File: src/rtl/axis_trigger_sequencer.sv
// Acquisition sequencer: gates an AXI4-Stream sample path into a ring-buffer
// writer, with a pre-trigger window, an armed phase and a post-trigger window.
// Records the ring address of the trigger sample and reports the capture status.
module axis_trigger_sequencer #(
    parameter int AXIS_TDATA_WIDTH = 32,
    parameter int CNTR_WIDTH       = 16
) (
    input  logic                        aclk,
    input  logic                        areset,
    input  logic                        run_flag,
    input  logic                        trg_flag,
    input  logic [CNTR_WIDTH-1:0]       pre_data,
    input  logic [CNTR_WIDTH-1:0]       tot_data,
    output logic [CNTR_WIDTH-1:0]       sts_data,
    output logic [CNTR_WIDTH-1:0]       cnt_data,
    output logic                        armed,
    output logic                        busy,
    output logic                        done,
    output logic                        s_axis_tready,
    input  logic [AXIS_TDATA_WIDTH-1:0] s_axis_tdata,
    input  logic                        s_axis_tvalid,
    input  logic                        m_axis_tready,
    output logic [AXIS_TDATA_WIDTH-1:0] m_axis_tdata,
    output logic                        m_axis_tvalid
);

    typedef enum logic [2:0] {
        S_IDLE,
        S_PRE,
        S_ARMED,
        S_POST,
        S_DONE
    } state_t;

    localparam logic [CNTR_WIDTH-1:0] ONE = {{(CNTR_WIDTH-1){1'b0}}, 1'b1};

    state_t                state_q, state_d;
    logic                  run_q, run_d;
    logic [CNTR_WIDTH-1:0] cnt_q, cnt_d;
    logic [CNTR_WIDTH-1:0] sts_q, sts_d;
    logic [CNTR_WIDTH-1:0] win_q, win_d;
    logic [CNTR_WIDTH-1:0] pre_len_q, pre_len_d;
    logic [CNTR_WIDTH-1:0] post_len_q, post_len_d;
    logic                  armed_q, armed_d;
    logic                  busy_q, busy_d;
    logic                  done_q, done_d;

    logic                  capturing;
    logic                  acc;
    logic                  start;
    logic [CNTR_WIDTH-1:0] cnt_inc;
    logic [CNTR_WIDTH-1:0] win_inc;

    // Zero-latency datapath: forward while capturing, drain and drop otherwise
    always_comb begin
        capturing     = (state_q == S_PRE) || (state_q == S_ARMED) || (state_q == S_POST);
        m_axis_tdata  = s_axis_tdata;
        m_axis_tvalid = s_axis_tvalid && capturing;
        s_axis_tready = capturing ? m_axis_tready : 1'b1;
        acc           = s_axis_tvalid && s_axis_tready && capturing;
        start         = run_flag && !run_q;
        cnt_inc       = cnt_q + ONE;
        win_inc       = win_q + ONE;
    end

    // Next-state and counter logic for the capture sequence
    always_comb begin
        state_d    = state_q;
        run_d      = run_flag;
        cnt_d      = cnt_q;
        sts_d      = sts_q;
        win_d      = win_q;
        pre_len_d  = pre_len_q;
        post_len_d = post_len_q;

        case (state_q)
            S_IDLE, S_DONE: begin
                if (start) begin
                    cnt_d      = '0;
                    win_d      = '0;
                    pre_len_d  = pre_data;
                    post_len_d = (tot_data > pre_data) ? (tot_data - pre_data) : ONE;
                    state_d    = (pre_data == '0) ? S_ARMED : S_PRE;
                end
            end
            S_PRE: begin
                if (acc) begin
                    cnt_d = cnt_inc;
                    if (win_inc == pre_len_q) begin
                        win_d   = '0;
                        state_d = S_ARMED;
                    end else begin
                        win_d = win_inc;
                    end
                end
            end
            S_ARMED: begin
                if (acc) begin
                    cnt_d = cnt_inc;
                    if (trg_flag) begin
                        sts_d   = cnt_q;
                        win_d   = ONE;
                        state_d = (post_len_q == ONE) ? S_DONE : S_POST;
                    end
                end
            end
            S_POST: begin
                if (acc) begin
                    cnt_d = cnt_inc;
                    win_d = win_inc;
                    if (win_inc == post_len_q) begin
                        state_d = S_DONE;
                    end
                end
            end
            default: state_d = S_IDLE;
        endcase

        // Abort overrides every transition and freezes counters and trigger address
        if (capturing && !run_flag) begin
            state_d = S_IDLE;
            cnt_d   = cnt_q;
            win_d   = win_q;
            sts_d   = sts_q;
        end

        armed_d = (state_d == S_ARMED);
        busy_d  = (state_d == S_PRE) || (state_d == S_ARMED) || (state_d == S_POST);
        done_d  = (state_d == S_DONE);
    end

    // State, counters and registered status flags
    always_ff @(posedge aclk or posedge areset) begin
        if (areset) begin
            state_q    <= S_IDLE;
            run_q      <= 1'b0;
            cnt_q      <= '0;
            sts_q      <= '0;
            win_q      <= '0;
            pre_len_q  <= '0;
            post_len_q <= '0;
            armed_q    <= 1'b0;
            busy_q     <= 1'b0;
            done_q     <= 1'b0;
        end else begin
            state_q    <= state_d;
            run_q      <= run_d;
            cnt_q      <= cnt_d;
            sts_q      <= sts_d;
            win_q      <= win_d;
            pre_len_q  <= pre_len_d;
            post_len_q <= post_len_d;
            armed_q    <= armed_d;
            busy_q     <= busy_d;
            done_q     <= done_d;
        end
    end

    assign sts_data = sts_q;
    assign cnt_data = cnt_q;
    assign armed    = armed_q;
    assign busy     = busy_q;
    assign done     = done_q;

endmodule

File: config.mk
export PLATFORM = sky130hd
export DESIGN_NAME = axis_trigger_sequencer
export DESIGN_NICKNAME = d
export VERILOG_FILES = /design/src/rtl/axis_trigger_sequencer.sv
export SDC_FILE = /design/constraint.sdc
export NUM_CORES = 1
export LEC_CHECK = 0
export ABC_AREA = 1
export BUFFER_PORTS_ARGS = -buffer_cell sky130_fd_sc_hd__buf_2
export CORE_MARGIN = 2
export CORE_UTILIZATION = 55
export DETAILED_ROUTE_END_ITERATION = 10
export PLACE_DENSITY_LB_ADDON = 0.3
export SKIP_CTS_REPAIR_TIMING = 1
export SYNTH_ARGS = -nofsm -noshare
export SYNTH_HDL_FRONTEND = slang
export SYNTH_SLANG_ARGS = --single-unit
File: constraint.sdc
create_clock -name aclk -period 2.7 [get_ports aclk]
set_input_delay 0.135 -clock aclk [delete_from_list [all_inputs] [get_ports aclk]]
set_output_delay 0.135 -clock aclk [all_outputs]
set_load 0.03 [all_outputs]
# ---- After elaboration in Yosys (flattened, before gate mapping)
# Index checks and enable logic that the tools add are counted.
# Widths: inputs -> output; s select.
dict set report word_totals {
  regBits 87
  inputBits 70
  word_cells 75
}
dict set report op_classes {
  n_addsub 3
  magnitude_cmp 1
  eq_ne 17
  muxes 22
  n_bitwise 1
  n_reduce_logical 21
}
# operator count
set op_table {}
lappend op_table {{$mux 16} 8}
lappend op_table {{$pmux 16 s4} 1}
lappend op_table {{$add 16x1->16 const B} 2}
lappend op_table {{$eq 16x16->1} 2}
lappend op_table {{$pmux 16 s2} 1}
lappend op_table {{$mux 3} 9}
lappend op_table {{$eq 16x1->1 const B} 1}
lappend op_table {{$gt 16x16->1} 1}
lappend op_table {{$logic_not 16->1} 1}
lappend op_table {{$sub 16x16->16} 1}
lappend op_table {{$eq 3x2->1 const B} 4}
lappend op_table {{$pmux 3 s4} 1}
lappend op_table {{$ne 2x2->1 const B} 5}
lappend op_table {{$reduce_and 4->1} 2}
lappend op_table {{$reduce_and 7->1} 1}
lappend op_table {{$eq 3x1->1 const B} 2}
lappend op_table {{$eq 3x3->1 const B} 2}
lappend op_table {{$logic_and 1x1->1} 5}
lappend op_table {{$logic_or 1x1->1} 4}
lappend op_table {{$reduce_bool 4->1} 1}
lappend op_table {{$logic_not 3->1} 1}
lappend op_table {{$reduce_or 3->1} 1}
lappend op_table {{$logic_not 1->1} 2}
lappend op_table {{$mux 2} 1}
lappend op_table {{6 further kinds} 6}

# ---- Longest topological paths before layout
# Gate-level depths: netlist of the first run.
dict set report logic_depth {
  depth_word 12
  ltp_mapped 18
  mapped_depth_nobuf 18
}

# ---- Worst setup path before layout of the first run
# Ideal clock, no wire load.
dict set report synth_timing {
  path_type {flip-flop to flip-flop}
  start {reg win_q[0]}
  end {reg win_q[9]}
  setup_ns 0.118
  t_arrival_ns 1.903
  path_slack_ns 0.679
  path_stages_with_launch 15
  n_path_buf 1
  period_less_slack_ns 2.021
  path_cell_list {dfrtp_1 -> ha_1 -> nand2_2 -> nor2_4 -> nand2_2 -> nand2_2 -> nand2_1 -> nand2_1 -> and2_1 -> nand2_1 -> nor3_1 -> nand4_1 -> nand2_2 -> buf_6 -> o21ai_2}
}
dict set report synth_via {
  elab_chain_cells 5
}
# element line_no
set synth_rtl {}
lappend synth_rtl {{start: declaration} 41} ;# logic [CNTR_WIDTH-1:0] win_q, win_d;
lappend synth_rtl {{start signal: assignment} 150} ;# win_q <= win_d;
lappend synth_rtl {{$add 16x1->16 *} 63} ;# win_inc = win_q + ONE;
lappend synth_rtl {{$eq 16x16->1} 89} ;# if (win_inc == pre_len_q) begin
lappend synth_rtl {{$mux 16} 89}
lappend synth_rtl {{$mux 16} 87} ;# if (acc) begin
lappend synth_rtl {{$pmux 16 s4 *} 76} ;# case (state_q)
# Every way passes the cells marked *; elsewhere a longest branch is shown, timed or not. The select of a mux whose other input is x is not followed.
# A chain may end at the register's enable or synchronous reset.

# ---- Worst setup path after layout of the first run
dict set report layout_timing {
  start {reg win_q[0]}
  end {reg busy_q, in the netlist busy}
}
dict set report layout_via {
  elab_chain_cells 9
}
# element line_no
set layout_rtl {}
lappend layout_rtl {{$add 16x1->16 *} 63}
lappend layout_rtl {{$eq 16x16->1, on equally long branches} {111, 89}}
lappend layout_rtl {{$mux 3, on equally long branches} {111, 89}}
lappend layout_rtl {{$mux 3, on equally long branches} {108, 87}}
lappend layout_rtl {{$pmux 3 s4 *} 76}
lappend layout_rtl {{$mux 3 *} 120} ;# if (capturing && !run_flag) begin
lappend layout_rtl {{$eq 3x1->1 / $eq 3x2->1 (equally long branches)} 128} ;# busy_d = (state_d == S_PRE) || (state_d == S_ARMED) || (state_d == S_POST);
lappend layout_rtl {{$logic_or 1x1->1} 128}
lappend layout_rtl {{$logic_or 1x1->1 *} 128}
lappend layout_rtl {{net busy_d} 45} ;# logic busy_q, busy_d;
lappend layout_rtl {{end signal: assignment} 154} ;# busy_q <= busy_d;
lappend layout_rtl {{end: declaration} 45}
# The timed path passes the listed nets; every way through them passes the cells marked *.

==> results of run 1 <==
==> cells in the final DEF (no fill, tap or decap), drive strengths merged, types with 5 or more instances in the layout <==
master | synthesis | final
nand2 | 231 | 231
inv | 121 | 122
nand3 | 95 | 95
nor2 | 88 | 89
dfrtp | 87 | 87
buf | 40 | 81
o21ai | 68 | 68
a21oi | 33 | 33
nand4 | 20 | 20
ha | 18 | 18
nor3 | 16 | 16
clkbuf | 4 | 10
xor2 | 8 | 8
mux2 | 5 | 5
a211oi | 5 | 5
dlygate4sd3 | 0 | 5
==> Yosys cell counts, types with 2 or more instances <==
master      n  area (um2)
ha_1       18         225
xnor2_1     4        35.0
nand4_1    20         125
nor2_1     79         297
mux2_2      5        56.3
nor4_1      3        18.8
clkbuf_1    4        15.0
buf_2       5        25.0
buf_4      33         248
nand2_1   224         841
o21ai_0    53         265
nor3_4      3        48.8
nor2_4      6        67.6
o21ai_2    13         114
o21a_1      2        15.0
o21ai_1     2        10.0
nand3_1    95         475
a211oi_1    5        37.5
a31oi_1     3        18.8
nor2_2      3        18.8
dfrtp_1    87        2180
xor2_1      8        70.1
a21oi_1    32         160
inv_1     120         450
o22ai_1     2        12.5
and2_1      4        25.0
nor3_1     13        65.1
nand2_2     6        37.5
nand3b_1    3        22.5
==> metrics by stage <==
stage                     hold slack (ps)  power [mW]  cell area, um2
after floorplan                       166        3.12            6120
after global placement                190        3.53            6430
after global routing                 1.53        4.74            6680
final                               -9.76        4.42            6680
after CTS                            -228        4.40            6610
after detailed placement              198        3.54            6430
==> worst paths after layout <==
kind / from / endpoint / depth (start not counted)
setup / recovery: win_q[0] / busy / 16
hold / removal: pre_data[13] / pre_len_q[13] / 3
setup reg to reg: win_q[0] / busy / 16
hold reg to reg: cnt_data[13] / cnt_data[13] / 1
max in group asynchronous: areset / post_len_q[5] / 4
min in group asynchronous: areset / win_q[9] / 3
==> layer usage <==
layer  GRT usage (%)  up-vias  routed length [um]
li1                -     2916                   -
met1            40.8     2635                7430
met2            41.7      201                7240
met3            6.46       17                1200
met4            6.78        0                 231
met5               0        -                   0
==> area by class of cell <==
| cell class | instances | area, um2 |
|---|---|---|
| well taps | 140 | 175 |
| clock inverters | 6 | 52.6 |
| flip-flops and latches | 87 | 2180 |
| fillers | 1036 | 4170 |
| inverters | 121 | 455 |
| repair buffers | 86 | 485 |
| multi-input cells | 620 | 3200 |
| clock buffers | 10 | 128 |
==> state kept, by name (all words and copies together) (netlist names) <==
register / cells
run_q: 1
armed: 1
state_q: 3
done: 1
post_len_q: 16
pre_len_q: 16
sts_data: 16
busy: 1
cnt_data: 16
win_q: 16
==> worst min-delay path, delay by kind of cell <==
kind                   cells  cell delay [ps]
buffers and inverters      1               90
AO/OA/AOI/OAI              1               60
AND/OR/NAND/NOR            1               60
==> where the power goes <==
group / switching, mW / internal, mW
clock: 0.511 / 0.347
sequential: 0.197 / 1.55
combinational: 1.21 / 0.597
total: 1.92 / 2.50
==> cell families after synthesis <==
logic type	count (synthesis)	synth area share, %
compound gates	120	11.6
xor+xnor	12	1.72
fa+ha+maj	19	4.01
buf+inv	165	12.4
flops	87	35.6
mux	5	0.920
simple gates	463	33.9
==> results.md, run 1 <==
* Fin nets at just over 1,000
* Yosys reg bits at a little under 90
* EDFF count, synth at 0
* Dpl ws at around 260 ps
* CP Buf/Inv Count at 1
* Clock Sinks at 87
* Area Growth Syn to Fin at 9.03%
* CTS root buf: clkbuf_8
* Max-Cap Viols at 0
* Most used cell along the critical path: nand2_1
* Vias at between 5,000 and 6,000
* Status: finished with violations
* Power Density at 661 nW/um2
* GRT overflow at 0
* Post-synthesis area per instance at between 7 and 8 um2
* Post-DP HPWL at 12,700 um
* Critical path class: reg2reg
* First-pass GRT wire length at 25,400 um
* Worst Path Max Fanout at 6
* Number of global-route vias before repair at between 5,000 and 6,000
* Fmax at roughly 0.41 GHz
* Max Slew Vio Count at 0
* Sequential share of the synthesized area at ~36%
* Pin count of the biggest net entering global routing at 48
* CTS tree: done
* Final GP Congestion at about 0.95
* Syn_nets at 960
* Port Buffers at 74
* Slew margin rel. at a little under half
* Wirelength, routed at 16,100 um
* I/O pins at around 140
* Final Hold Fails at 1
* Setup ws final at ~280 ps
* Hold_ws at -9.76 ps
* DR vias/cell at ~5.4
* Synth cell types at 45
* Die Wd at between 100 and 150 um
* 1st-iter DRT viols at 422
* RSZ-0062 raised after global routing: no
* Worst path slowest cell: dfrtp_1
* Final Setup Violations at 0
* Total CTS buffers at 9
* Setup TNS at 0 ps
* Failing checks: hold timing
* Die area at approximately 12,000 um2
* CP Capture Type: flip-flop
* Antenna Cells at 0
* Synth Flop Type: dfrtp_1
* Fin util at between 60 and 70%
* Min-Delay Path Class: in2reg
* Critical Path, Cell by Cell: ha_1 > nand2_2 > nor2_2 > nand3_1 > nand3_1 > nand2_1 > inv_1 > nand2_1 > nor2_1 > nand2_1 > nor2_1 > nand3_1 > nand2_1 > nand2_1 > nand2_1 > nand2_1
* WL per Instance at ~15 um
* Worst skew pair latency at between 300 and 400 ps
* Delay-heaviest family, CP: simple AND/OR/NAND/NOR gates
* Post-Syn Instances at about 870
* Die Ht at roughly 110 um
* DRC Markers at 0
* YS warnings at 0
* Worst-path clk slew at 100 ps
* Core Region at ~11,000 um2
* Fin crit share at about nine tenths
* Initial core utilization at about 56%
* CP Launch Type: flip-flop
* Crit path time final at 2420 ps
* H-tree depth at 3
* Ys async rst share at 100%
* CP max stage delay at around 460 ps
* Reg2Reg Setup Slack at around 280 ps
* Inst Count DP at about 1,000
* Max clock buf depth at 2
* Critical Path RT at approximately 3000 ps
* Maximum vdd drop at between 300 and 400 uV
* Initial antenna violation count at 0
* Final Instance Count excl. Fillers at ~1,100
* Layout cells sized above 1 at around 15%
* Arr. time, crit path at 2700 ps
* Cell Rows at 38
* Post-route ant nets at 0
* Clk_skew at between 8 and 9 ps
* Drt pass-1 iters at 5
* Slew @ Worst Pin at between 700 and 800 ps
* Cell area after synthesis at ~6100 um2
* GRT Total Usage at roughly 28%
* P_leak at between 3 and 4 nW
Note: power is estimated with default switching activity, not from simulation.
==> run 2: changes to the inputs <==
--- a/config.mk
+++ b/config.mk
@@ -8,7 +8,7 @@
 export ABC_AREA = 1
 export BUFFER_PORTS_ARGS = -buffer_cell sky130_fd_sc_hd__buf_2
 export CORE_MARGIN = 2
-export CORE_UTILIZATION = 55
+export CORE_UTILIZATION = 50
 export DETAILED_ROUTE_END_ITERATION = 10
 export PLACE_DENSITY_LB_ADDON = 0.3
 export SKIP_CTS_REPAIR_TIMING = 1
==> constraint.sdc (replaced) <==
create_clock -name aclk -period 1.96 [get_ports aclk]
set_input_delay 0.098 -clock aclk [delete_from_list [all_inputs] [get_ports aclk]]
set_output_delay 0.098 -clock aclk [all_outputs]
set_load 0.03 [all_outputs]
==> run 2 against run 1 <==
Net effect: the run ends with hold timing, setup timing left; clock power rose by 95%; fmax rose by 7.6%; combinational power rose by 64%.
==> results.md, run 2 (synthesis results as in run 1) <==
* Status: finished with violations
* Failing checks: hold timing, setup timing
* Clk_skew at 9.76 ps (+1.12 ps)
* First-pass GRT wire length at 27,900 um (+10%)
* DR vias/cell at 5.28 (-2.1%)
* CP Launch Type: flip-flop
* Worst-path clk slew at 70 ps (-30 ps)
* GRT overflow at 0 (unchanged)
* Final Hold Fails at 7 (+6)
* Cell Rows at 40 (+5.3%)
* Worst path slowest cell: dfrtp_2
* Antenna Cells at 0 (unchanged)
* RSZ-0062 raised after global routing: yes
* Arr. time, crit path at 2500 ps (-200 ps)
* I/O pins at 139 (unchanged)
* Initial core utilization at 51.2% (-5.3 points)
* P_leak at 3.99 nW (+16%)
* Hold wc startpoint: pre_data[4]
* Wirelength, routed at 17,300 um (+7.3%)
* Crit path time final at 2250 ps (-171 ps)
* Maximum vdd drop at 463 uV (+20%)
* DRC Markers at 0 (unchanged)
* Worst Path Max Fanout at 8 (+2)
* Max-Cap Viols at 0 (unchanged)
* Max Slew Vio Count at 0 (unchanged)
* Delay-heaviest family, CP: simple AND/OR/NAND/NOR gates
* Critical Path, Cell by Cell: ha_4 > nand2_8 > nor2_4 > nand3_4 > nand3_4 > nand3_2 > nor2_2 > nand3_1 > nor3_2 > nand4_1 > nand2_4 > buf_12 > o21ai_2
* Final Setup Violations at 22 (+22)
* Clock Sinks at 87 (unchanged)
* WL per Instance at 14.8 um (-1.9%)
* Reg2Reg Setup Slack at -290 ps (-570 ps)
* Final Instance Count excl. Fillers at 1,171 (+9.4%)
* Power Density at 909 nW/um2 (+37%)
* Die area at 13,100 um2 (+9.6%)
* Number of global-route vias before repair at 5,778 (+12%)
* Fin nets at 1,108 (+9.3%)
* CP Capture Type: flip-flop
* Critical Path RT at 2200 ps (-780 ps)
* Drt pass-1 iters at 5 (unchanged)
* Hold_ws at -19.5 ps (-9.76 ps)
* Slew @ Worst Pin at 393 ps (-405 ps)
* Min-Delay Path Class: in2reg
* Layout cells sized above 1 at 28.0% (+13 points)
* H-tree depth at 3 (unchanged)
* Fin crit share at 115% (+25 points)
* Register-to-Register Path Depth at 13 (-3)
* Post-route ant nets at 0 (unchanged)
* 1st-iter DRT viols at 481 (+14%)
* Slew margin rel. at 73.7% (+27 points)
* GRT Total Usage at 27.1% (-0.69 points)
* Post-DP HPWL at 13,600 um (+6.7%)
* Critical path class: reg2reg
* Initial antenna violation count at 0 (unchanged)
* Worst skew pair latency at 360 ps (-30 ps)
* CTS tree: done
* Hold Path End: pre_len_q[4]
* Vias at 6,182 (+7.2%)
* Die Wd at 115 um (+4.7%)
* Worst r2r src: win_q[0]
* Fmax at 0.444 GHz (+7.6%)
* Final GP Congestion at 0.979 (+2.8%)
* Hold Path Depth at 3 (unchanged)
* Commonest non-fill, non-tap cell in the layout: nand2_1
* Most frequent cells in the layout: nand2_1 (210), inv_1 (114), buf_4 (96)
* Port Buffers at 74 (unchanged)
* Inst Count DP at 1,138 (+8.6%)
* Max clock buf depth at 2 (unchanged)
* Die Ht at 115 um (+4.7%)
* Core Region at 12,000 um2 (+10%)
* CP max stage delay at 420 ps (-40 ps)
* Pin count of the biggest net entering global routing at 57 (+19%)
* CP Buf/Inv Count at 1 (unchanged)
* Setup ws final at -294 ps (-569 ps)
* Reg2reg end: win_q[8]
* Total CTS buffers at 9 (unchanged)
* Area Growth Syn to Fin at 27.0%
* Most used cell along the critical path: nand3_4
* CTS root buf: clkbuf_16
[run 2: changes by cell type in the layout (fill, tap and decap cells not counted), moves of 6 or more]
cell	delta
nand3_2	+8
clkbuf_16	+9
nand3_1	-10
nor2_1	-6
nand2_2	+11
buf_4	+90
nand2_1	-14
clkbuf_8	-9
[run 2: worst max path at each step]
stage	from	endpoint	slack, ps	cells after the start
floorplan	win_q[1]	win_q[9]	-2	14
global placement	win_q[1]	win_q[2]	-400	13
detailed placement	win_q[1]	win_q[8]	-390	13
CTS	win_q[1]	win_q[8]	-420	13
global route	win_q[0]	win_q[8]	-400	15
finish	win_q[0]	win_q[8]	-290	13
[run 2: cell type report]
type                            instances  area [um2]
Clock inverter                          7        67.6
Clock buffer                            9         225
Fill cell                            1056        4190
Tap cell                              147         184
Inverter                              121         458
Multi-Input combinational cell        620        3440
Timing Repair Buffer                  180        1220
Sequential cell                        87        2180
[run 2: report_power, final]
group,switching [mW],internal (mW),total [mW]
clock network,0.784,0.887,1.67
logic,1.82,1.15,2.97
registers,0.287,2.14,2.43
[run 2: stage by stage]
step / cell area [um2] / setup WS, ps / util [%] / power [mW] / setup TNS (ps)
after floorplan: 6140 / -2.11 / - / 4.31 / -20.3
after global placement: 7100 / -400 / 59.4 / 5.06 / -7620
after detailed placement: 7100 / -393 / 59.4 / 5.10 / -7750
after CTS: 7390 / -417 / 61.8 / 6.78 / -7660
after global routing: 7770 / -400 / 65.0 / 7.55 / -7600
final: 7770 / -294 / 65.0 / 7.07 / -4800
[run 2: per-layer routing]
layer	global-route usage [%]	vias to the layer above	routed length [um]
li1	-	3101	-
met1	39.0	2857	8060
met2	41.9	194	7860
met3	4.29	30	980
met4	8.94	0	377
met5	0	-	0
[run 2: worst min-delay path: stages]
cell	delay (ps)
buf_2	100
nand2_1	50
o21ai_0	60
==> run 3: changes to the inputs <==
--- a/config.mk
+++ b/config.mk
@@ -6,10 +6,11 @@
 export NUM_CORES = 1
 export LEC_CHECK = 0
 export ABC_AREA = 1
-export BUFFER_PORTS_ARGS = -buffer_cell sky130_fd_sc_hd__buf_2
+export CAP_MARGIN = 10
 export CORE_MARGIN = 2
-export CORE_UTILIZATION = 50
+export CORE_UTILIZATION = 56
 export DETAILED_ROUTE_END_ITERATION = 10
+export DONT_BUFFER_PORTS = 1
 export PLACE_DENSITY_LB_ADDON = 0.3
 export SKIP_CTS_REPAIR_TIMING = 1
 export SYNTH_ARGS = -nofsm -noshare
==> run 3 against run 2 <==
Net effect: the run ends with setup timing left; combinational power is 14% higher; hold slack better by 23 ps; via count is 1.7% higher; first-iteration DRC count is 4.2% higher; largest power group unchanged; highest routed layer unchanged.
==> results.md, run 3 (synthesis results as in run 1) <==
* Status: finished with violations
* Failing checks: setup timing
* Max clock buf depth at 2 (unchanged)
* Met3 global-route usage at 7.29% (+3.0 points)
* CTS tree: done
* Clk_skew at 13.8 ps (+4.08 ps)
* Max-Cap Viols at 0 (unchanged)
* First-pass GRT wire length at 28,500 um (+2.0%)
* CP Capture Type: flip-flop
* Final GP Congestion at 0.973 (-0.59%)
* Hold wc startpoint: run_flag
* DRC Markers at 0 (unchanged)
* Port Buffers at 0 (-100%)
* P_leak at 3.74 nW (-6.4%)
* Critical Path RT at 2280 ps (+80 ps)
* WL per Instance at 18.0 um (+22%)
* Core Region at 10,700 um2 (-10%)
* Setup TNS at -5370 ps (-565 ps)
* Slew @ Worst Pin at 477 ps (+83.6 ps)
* Maximum vdd drop at 716 uV (+54%)
* Fin nets at 1,058 (-4.5%)
* Die Wd at 109 um (-5.3%)
* Max Slew Vio Count at 0 (unchanged)
* Die Ht at 109 um (-5.3%)
* Commonest non-fill, non-tap cell in the layout: nand2_1
* Most frequent cells in the layout: nand2_1 (187), inv_1 (116), buf_4 (103)
* DR vias/cell at 5.65 (+6.9%)
* Post-route ant nets at 0 (unchanged)
* Slew margin rel. at 68.2% (-5.5 points)
* GR peak layer: met2
* Drt pass-1 iters at 5 (unchanged)
* Power Total at 7.09 mW (+0.32%)
* Die area at 11,800 um2 (-10%)
* GRT overflow at 0 (unchanged)
* Setup ws final at -296 ps (-1.94 ps)
* GRT Total Usage at 32.2% (+5.0 points)
* Worst-path clk slew at 110 ps (+40 ps)
* Final instance area at 7730 um2 (-0.53%)
* Worst r2r src: win_q[0]
* Critical path class: reg2reg
* Min-Delay Path Class: in2reg
* Post-DP HPWL at 15,000 um (+11%)
* Met2 usage at 52.4% (+11 points)
* Layout cells sized above 1 at 27.9% (-0.10 points)
* Wirelength, routed at 20,100 um (+16%)
* Vias at 6,289 (+1.7%)
* Initial core utilization at 57.0% (+5.8 points)
* Power Density at 917 nW/um2 (+0.86%)
* Post-DP Area at 6750 um2 (-5.0%)
* Worst skew pair latency at 390 ps (+30 ps)
* Number of global-route vias before repair at 5,694 (-1.5%)
* Fmax at 0.443 GHz (about the same)
* Total CTS buffers at 9 (unchanged)
* Pin count of the biggest net entering global routing at 88 (+54%)
* Initial antenna violation count at 0 (unchanged)
* Clock Sinks at 87 (unchanged)
* Fin crit share at 115% (about the same)
* Area Growth Syn to Fin at 26.3%
* Cell Rows at 38 (-5.0%)
* Worst Path Max Fanout at 6 (-2)
* Final Hold Fails at 0 (-7)
* Dpl ws at -331 ps (+61.4 ps)
* RSZ-0062 raised after global routing: yes
* CTS root buf: clkbuf_8
* Grt met1 use at 42.5% (+3.5 points)
* Arr. time, crit path at 2570 ps (+70 ps)
* Fin util at 72.0% (+7.0 points)
* H-tree depth at 3 (unchanged)
* I/O pins at 139 (unchanged)
* Antenna Cells at 0 (unchanged)
* CP Launch Type: flip-flop
* Final Setup Violations at 22 (unchanged)
* Worst Setup SP: win_q[0]
* 1st-iter DRT viols at 501 (+4.2%)
* Crit path time final at 2260 ps (+1.94 ps)
==> run 3: cell types whose count changed in the layout (fill, tap and decap cells not counted), moves of 9 or more <==
cell / before / now
clkbuf_8: 0 / 9
nand3_2: 8 / 25
clkbuf_16: 9 / 0
dlygate4sd3_1: 3 / 18
nand2_1: 210 / 187
nor2_1: 72 / 60
nand2_2: 16 / 39
nand3_1: 85 / 69
buf_2: 74 / 0
==> run 3: metrics by stage <==
step | hold WS (ps) | cells
2_1_floorplan | 129 | 871
3_3_place_gp | 130 | 1059
6_report | 3.53 | 1114
3_5_place_dp | 130 | 1059
5_1_grt | 35.8 | 1114
4_1_cts | -285 | 1075
==> run 3: layer usage <==
layer | wire (um) | share of wire (%)
met5 | 0 | 0
met4 | 498 | 2.5
met3 | 1420 | 7.1
met2 | 9760 | 49
met1 | 8370 | 42
==> run 3: worst max-delay path, stage by stage, from the launching register on <==
cell        delay [ps]
dfrtp_2            460
buf_12             130
clkinvlp_4         100
nor2_4             160
buf_12             150
nand3_2            110
nand3_2            120
nand2_1             70
nor2_2             130
nand2_1             80
nor2_2             160
nand3_2            110
a21oi_2            170
nand3_1             90
nor2_1             130
==> run 3: final timing paths <==
kind | end | cells after the start | slack, ps
max | armed | 14 | -300
min | done | 3 | 4
max reg2reg | armed | 14 | -300
min reg2reg | pre_len_q[15] | 2 | 580
max in group asynchronous | post_len_q[3] | 3 | 1270
min in group asynchronous | busy | 3 | 320
==> run 3: area by class of cell <==
type                       count  area, um2
tap                          140        175
fill                         836       3010
timing repair buffer         130       1100
multi-input combinational    620       3620
sequential                    87       2180
clock buffer                   9        124
inverter                     121        465
clock inverter                 7       66.3
==> run 3: report_power, final <==
group | switching (mW) | internal [mW] | total, mW | leakage (nW)
Clock | 0.760 | 0.489 | 1.25 | 0.0949
Sequential | 0.324 | 2.14 | 2.46 | 1.16
Combinational | 2.04 | 1.34 | 3.38 | 2.48
